===== src/rtl/ccff_prog_ctrl.sv =====
// Configuration-chain programming controller: fetches bitstream words,
// shifts them serially into the fabric chain and verifies the tail.
module ccff_prog_ctrl #(
  parameter int PRESET_CYC = 4,
  parameter int STALL_MAX  = 1024
) (
  input  logic        clk_i,
  input  logic        rst_i,
  input  logic        start_i,
  input  logic [15:0] bit_len_i,
  input  logic [31:0] word_i,
  input  logic        word_valid_i,
  output logic        word_ready_o,
  output logic        progclk_en_o,
  output logic        data_o,
  output logic        pReset_o,
  input  logic        ccff_tail_i,
  output logic        fpga_rst_o,
  output logic        fpga_clk_en_o,
  output logic        busy_o,
  output logic        done_o,
  output logic        err_o
);

  localparam int PW = (PRESET_CYC > 1) ? $clog2(PRESET_CYC) : 1;
  localparam int SW = (STALL_MAX > 1) ? $clog2(STALL_MAX) : 1;

  typedef enum logic [2:0] {
    S_IDLE,
    S_PRESET,
    S_LOAD,
    S_SHIFT,
    S_CHECK,
    S_DONE,
    S_ERR
  } state_e;

  state_e      state_q;
  logic [31:0] sreg_q;
  logic [15:0] rem_q;
  logic [5:0]  wcnt_q;
  logic        first_q;
  logic        firstw_q;
  logic [PW-1:0] pcnt_q;
  logic [SW-1:0] stall_q;

  always_ff @(posedge clk_i or negedge rst_i) begin
    if (!rst_i) begin
      state_q  <= S_IDLE;
      sreg_q   <= '0;
      rem_q    <= '0;
      wcnt_q   <= '0;
      first_q  <= 1'b0;
      firstw_q <= 1'b0;
      pcnt_q   <= '0;
      stall_q  <= '0;
    end else begin
      unique case (state_q)
        S_IDLE, S_DONE, S_ERR: begin
          if (start_i) begin
            rem_q    <= bit_len_i;
            pcnt_q   <= '0;
            firstw_q <= 1'b1;
            state_q  <= (bit_len_i == 16'd0) ? S_ERR : S_PRESET;
          end
        end
        S_PRESET: begin
          if (pcnt_q == PW'(PRESET_CYC - 1)) begin
            stall_q <= '0;
            state_q <= S_LOAD;
          end else begin
            pcnt_q <= pcnt_q + PW'(1);
          end
        end
        S_LOAD: begin
          if (word_valid_i) begin
            sreg_q   <= word_i;
            wcnt_q   <= (rem_q >= 16'd32) ? 6'd32 : rem_q[5:0];
            firstw_q <= 1'b0;
            if (firstw_q) first_q <= word_i[0];
            state_q  <= S_SHIFT;
          end else if (stall_q == SW'(STALL_MAX - 1)) begin
            state_q <= S_ERR;
          end else begin
            stall_q <= stall_q + SW'(1);
          end
        end
        S_SHIFT: begin
          sreg_q <= sreg_q >> 1;
          rem_q  <= rem_q - 16'd1;
          wcnt_q <= wcnt_q - 6'd1;
          if (rem_q == 16'd1) begin
            state_q <= S_CHECK;
          end else if (wcnt_q == 6'd1) begin
            stall_q <= '0;
            state_q <= S_LOAD;
          end
        end
        S_CHECK: begin
          state_q <= (ccff_tail_i == first_q) ? S_DONE : S_ERR;
        end
        default: state_q <= S_IDLE;
      endcase
    end
  end

  // Outputs decode straight from the state register so reset is immediate
  assign word_ready_o  = (state_q == S_LOAD);
  assign progclk_en_o  = (state_q == S_SHIFT);
  assign data_o        = (state_q == S_SHIFT) & sreg_q[0];
  assign pReset_o      = (state_q == S_PRESET);
  assign busy_o        = (state_q == S_PRESET) | (state_q == S_LOAD) |
                         (state_q == S_SHIFT)  | (state_q == S_CHECK);
  assign done_o        = (state_q == S_DONE);
  assign err_o         = (state_q == S_ERR);
  assign fpga_rst_o    = (state_q != S_DONE);
  assign fpga_clk_en_o = (state_q == S_DONE);

endmodule


===== config.mk =====
export PLATFORM = sky130hd
export DESIGN_NAME = ccff_prog_ctrl
export DESIGN_NICKNAME = d
export VERILOG_FILES = /design/src/rtl/ccff_prog_ctrl.sv
export SDC_FILE = /design/constraint.sdc
export NUM_CORES = 1
export LEC_CHECK = 0
export ABC_CLOCK_PERIOD_IN_PS = 2300
export CORE_ASPECT_RATIO = 1.75
export CORE_MARGIN = 2
export CORE_UTILIZATION = 54
export DETAILED_ROUTE_END_ITERATION = 12
export HOLD_SLACK_MARGIN = 0.08
export PLACE_DENSITY = 0.77
export RECOVER_POWER = 50
export SLEW_MARGIN = 20
export SYNTH_ARGS = -nofsm -noshare
export SYNTH_HDL_FRONTEND = slang
export SYNTH_SLANG_ARGS = --single-unit

===== constraint.sdc =====
create_clock -name clk_i -period 2.3 [get_ports clk_i]
set_clock_uncertainty 0.15 [all_clocks]
set_input_delay 0.46 -clock clk_i [delete_from_list [all_inputs] [get_ports clk_i]]
set_output_delay 0.46 -clock clk_i [all_outputs]
set_load 0.03 [all_outputs]

Yosys cells after proc, flatten, opt, wreduce, memory -nomap -nowiden

Index checks and enable logic that the tools add are counted.

$add $sub $neg: 4
Multiply operators: 0
Divide/modulo/power cells: 0
Magnitude comparators: 1
Equality and inequality tests: 22
Shift operators: 0
Mux-type cells: 28
Bitwise operators: 4
Reductions and logical operators: 15

Operators with widths:

| operator                                                                | number |
|---|---|
| 32-bit one-hot mux with 2 select lines                                  | 1 |
| 10-bit two-way mux                                                      | 5 |
| 32-bit two-way mux                                                      | 1 |
| 16-bit one-hot mux with 2 select lines                                  | 1 |
| 10-bit one-hot mux with 3 select lines                                  | 1 |
| 3-bit two-way mux                                                       | 7 |
| 16-bit by 1-bit == test with 1-bit output (second input constant)       | 1 |
| 16-bit by 6-bit >= comparator with 1-bit output (second input constant) | 1 |
| 16-bit zero test                                                        | 1 |
| 16-bit two-way mux                                                      | 1 |
| 16-bit by 1-bit subtractor with 16-bit output (second input constant)   | 1 |
| 3-bit one-hot mux with 5 select lines                                   | 1 |
| 6-bit two-way mux                                                       | 2 |
| 2-bit inequality test (second input constant)                           | 6 |
| 6-bit one-hot mux with 2 select lines                                   | 1 |
| 10-bit by 1-bit adder with 10-bit output (second input constant)        | 1 |
| 10-bit == test (second input constant)                                  | 1 |
| 3-bit == test (second input constant)                                   | 3 |
| 3-bit AND reduction                                                     | 3 |
| 2-bit nonzero test                                                      | 4 |
| 3-bit by 2-bit == test with 1-bit output (second input constant)        | 2 |
| 6-bit by 1-bit == test with 1-bit output (second input constant)        | 1 |
| 2-bit two-way mux                                                       | 3 |
| 6-bit AND reduction                                                     | 1 |
| other kinds (19)                                                        | 24 |

Register bits: 71
Bits in latches: 0
RAM bits: 0
ROM bits: 0
Input bits: 53
Memories: 0

Depth between registers and ports, before layout

Word-level depth: 4
Depth in mapped cells: 8
Mapped depth without buffers: 7

Worst setup path before layout

No wires, ideal clock.

Kind: reg-to-output
Start point: register state_q[2]
End point: output port data_o
Arrival: 1743 ps
Setup slack: -53 ps
Stages on the path, launching flop included: 6
Cells stage by stage: dfrtp_1 -> nand3b_1 -> inv_1 -> buf_2 -> buf_1 -> and2_1

Longest elaborated chain between the ends: 2

RTL lines:

| item                                     | line | source |
|---|---|---|
| start: declaration                       | 38   | `state_e state_q;` |
| start signal: assignment                 | 64   | `state_q <= (bit_len_i == 16'd0) ? S_ERR : S_PRESET;` |
| start signal: assignment                 | 100  | `state_q <= (ccff_tail_i == first_q) ? S_DONE : S_ERR;` |
| 3-bit by 2-bit == test with 1-bit output | --   |  |
| named net progclk_en_o                   | 14   | `output logic progclk_en_o,` |
| 1-bit AND                                | 110  | `assign data_o = (state_q == S_SHIFT) & sreg_q[0];` |
| end: declaration                         | 15   | `output logic data_o,` |

The timed path passes the listed nets, and every way through them passes these cells.

Worst setup path in the final report

Start point: register state_q[2]
End point: output port data_o

Longest elaborated chain between the ends: 2

RTL lines:

| item                                     | line |
|---|---|
| 3-bit by 2-bit == test with 1-bit output | 110 |
| 1-bit AND                                | 110 |

No other way between the ends.

==> impl_metrics.csv <==
group,metric,value,unit
status,status,"finished, final reports clean",
synthesis,ys_types,63,
setup_path,crit_slowest_cell,"dfrtp_1",
setup_path,worstRegToRegCells,5,
placement,portBuffers,61,
cells_and_area,syn_to_final_growth,35.99,%
synthesis,synthAdderAreaFrac,2.233,%
setup_path,cp.required,1.69,ns
setup_path,start_kind,"register",
synthesis,synth-simple-area-share,24.24,%
synthesis,synth_warnings,0,
synthesis,synthesis.nets,488,
setup_path,crit_type,"reg2out",
grt,grt_overflow,0,
drt,wl_per_cell,17.10,µm
setup_path,path_cells,"buf_4 > nand3b_1 > clkinvlp_4 > and2_4 > buf_6",
clock_network,numCtsBuffers,9,
sta,worst_pin_slew,0.8637,ns
cells_and_area,fin_util,76.12,%
synthesis,synth-edff-count,0,
sta,slew_headroom,42.42,%
cells_and_area,fin_area,5258,µm²
power,powerDensity,1343,nW/µm²
grt,track_usage,28.90,%
floorplan,ioPinCount,62,
sta,period_minus_slack,2.265,ns
grt,grt_pass1_vias,3748,
placement,postPlaceCellArea,4790,µm²
worst_hold_path,holdPathStages,2,
worst_hold_path,worst_hold_path_type,"reg2reg",
worst_hold_path,hold_end,"sreg_q[13]$_DFFE_PN0P_",
synthesis,synth_cells,429,
setup_path,critPathMaxFanout,5,
floorplan,coreArea,6907,µm²
cells_and_area,diodes,0,
clock_network,cts_buffer_depth,2,
sta,setup_tns,0,ns
setup_path,max_stage_delay,0.41,ns
drt,drt_wl_total,10540,µm
worst_hold_path,hold_path.startpoint,"sreg_q[13]$_DFFE_PN0P_",
synthesis,ys_seq_elements,71,
grt,grt_pass1_wl,17260,µm
grt,grt_start_max_net_pins,27,
synthesis,synth_most_common_cell,"nand2_1",
clock_network,h-tree-depth,3,
drt,dr_total_vias,3801,
grt,antenna_found_initial,0,
synthesis,synth_xor_area_share,0.6796,%
sta,fmax,441.4,MHz
cells_and_area,drive_above_1_share,18.80,%
clock_network,root_buffer,"clkbuf_16",
cells_and_area,final_nets,586,
drt,via_per_inst,6.170,
synthesis,synth_compound_area_share,21.36,%
synthesis,synthTopCellsByArea,"dfrtp_1, nand2_1, a22oi_1",
drt,firstDrtPassIters,5,
setup_path,worst-path-stages,5,
floorplan,fp.dieH,115.9,µm
synthesis,synth_area,3866,µm²
drt,initialDrtViolationCount,544,
synthesis,ys.flop_type,"dfrtp_1",
synthesis,syn_avg_cell_area,9.012,µm²
floorplan,initial_core_util,55.98,%
setup_path,cp_top_family,"buffers and inverters",
clock_network,cts_tree,"done",
floorplan,rows,40,
setup_path,crit_buf_inv,3,
placement,place_congestion,0.9408,
drt,drtAntennaViolNets,0,
synthesis,yosys-top-cells-count,"nand2_1, dfrtp_1, nor2_1",
setup_path,reg2reg_slack,0.11,ns
clock_network,cts.sinks,71,
setup_path,crit_path_end_kind,"primary output",
power,ir_drop,757.3,µV
floorplan,die_area,7879,µm²
sta,setup_viol,0,
synthesis,yosysTopAreaCell,"dfrtp_1",
placement,dp.final_hpwl,7336,µm
synthesis,synth_top_area_share,45.95,%
setup_path,r2r-start,"state_q[2]$_DFFE_PN0P_",
power,p_total,7.060,mW
synthesis,yosysSeqAreaShare,45.95,%
synthesis,synthArstFlopShare,100.0,%
synthesis,synthMuxAreaShare,1.359,%
job,max_cap_violations,0,
setup_path,r2r-end,"wcnt_q[5]$_DFFE_PN0P_",
sta,drv_slew,0,
sta,fin_crit_sh,98.49,%
sta,hold_violations,0,
clock_network,clk_latency,0.34,ns
floorplan,die_w,67.96,µm
setup_path,worstPathArrival,1.66,ns
power,p_leak,2.311,nW
drt,drc,0,
clock_network,clkSlewWorstSetupHoldPaths,0.06,ns
synthesis,synth_top_family_by_area,"simple AND/OR/NAND/NOR gates",
-- logic make-up after synthesis --
kind of cell | Yosys count
AO/OA/AOI/OAI | 120
buffers and inverters | 38
adder cells (fa/ha/maj) | 7
XOR/XNOR | 3
flip-flops | 71
AND/OR/NAND/NOR | 185
multiplexers | 5
-- where the power goes --
group / internal, mW / switching (mW)
Clock: 1.08 / 0.531
Sequential: 1.79 / 0.470
Combinational: 1.37 / 1.81
-- tightest hold or removal path, stage by stage (launching register included) --
cell	delay, ns
dfrtp_1	0.34
nand2_1	0.05
nand2_1	0.05
-- cell usage in the layout, fill, tap and decap left out, drive strengths merged, types with 3 or more instances in the layout --
cell	count
buf	52
ha	6
clkdlybuf4s50	50
clkbuf	15
inv	12
or3	3
or4	4
o31ai	11
dfrtp	71
a211oi	5
nor2	37
o22ai	10
a22oi	26
o211ai	4
nand3	15
mux2i	3
a31oi	4
nor4	8
o21ai	23
and2	7
nand2	82
bufinv	3
nor3	9
nand4	8
a21oi	16
-- sequential cells by signal, indices dropped and copies added (netlist names) --
signal	cells
first_q	1
stall_q	10
state_q	3
wcnt_q	6
firstw_q	1
pcnt_q	2
rem_q	16
sreg_q	32
-- worst max path at each step --
stage                                       from                     end  slack [ns]
after floorplan           state_q[0]$_DFFE_PN0P_    rem_q[6]$_DFFE_PN0P_        0.09
after global placement             bit_len_i[14]  state_q[1]$_DFFE_PN0P_       -0.37
after detailed placement           bit_len_i[14]  state_q[1]$_DFFE_PN0P_       -0.35
after CTS                 state_q[1]$_DFFE_PN0P_                  data_o       0.006
after global routing      state_q[2]$_DFFE_PN0P_                  data_o      -0.008
final                     state_q[2]$_DFFE_PN0P_                  data_o        0.03
-- metal layers --
layer	part of all wire, %	up-vias	wire [µm]	global-route usage (%)
met5	0	-	0	0
met4	2.9	0	304	12.93
met3	5.5	34	580	6.408
met2	55	152	5780	50.61
met1	37	1840	3871	32.58
li1	-	1775	-	-
-- cell type report --
class	instances	area, µm²
inverters	13	52.55
well taps	84	105.1
clock buffers	10	239.0
multi-input cells	320	1982
fillers	515	1649
flip-flops and latches	71	1777
repair buffers	112	994.7
clock inverters	6	107.6
-- metrics by stage --
step	hold slack (ns)	cells	setup slack (ns)
3_3_place_gp	0.2458	591	-0.3696
6_report	0.3246	616	0.03464
2_1_floorplan	0.01441	429	0.08662
3_5_place_dp	0.2472	591	-0.3451
4_1_cts	0.3269	610	0.006007
5_1_grt	0.3484	616	-0.007671
-- timing repair --
| action | CTS | global route |
|---|---|---|
| setup buffers | 2 | 6 |
| gates resized for setup | 8 | 11 |
| setup endpoints to repair | 16 | 18 |
| hold endpoints to repair | 13 | 0 |
| pin swaps | 0 | 1 |
| hold buffers | 1 | 0 |
Note: power is estimated with default switching activity, not from simulation.
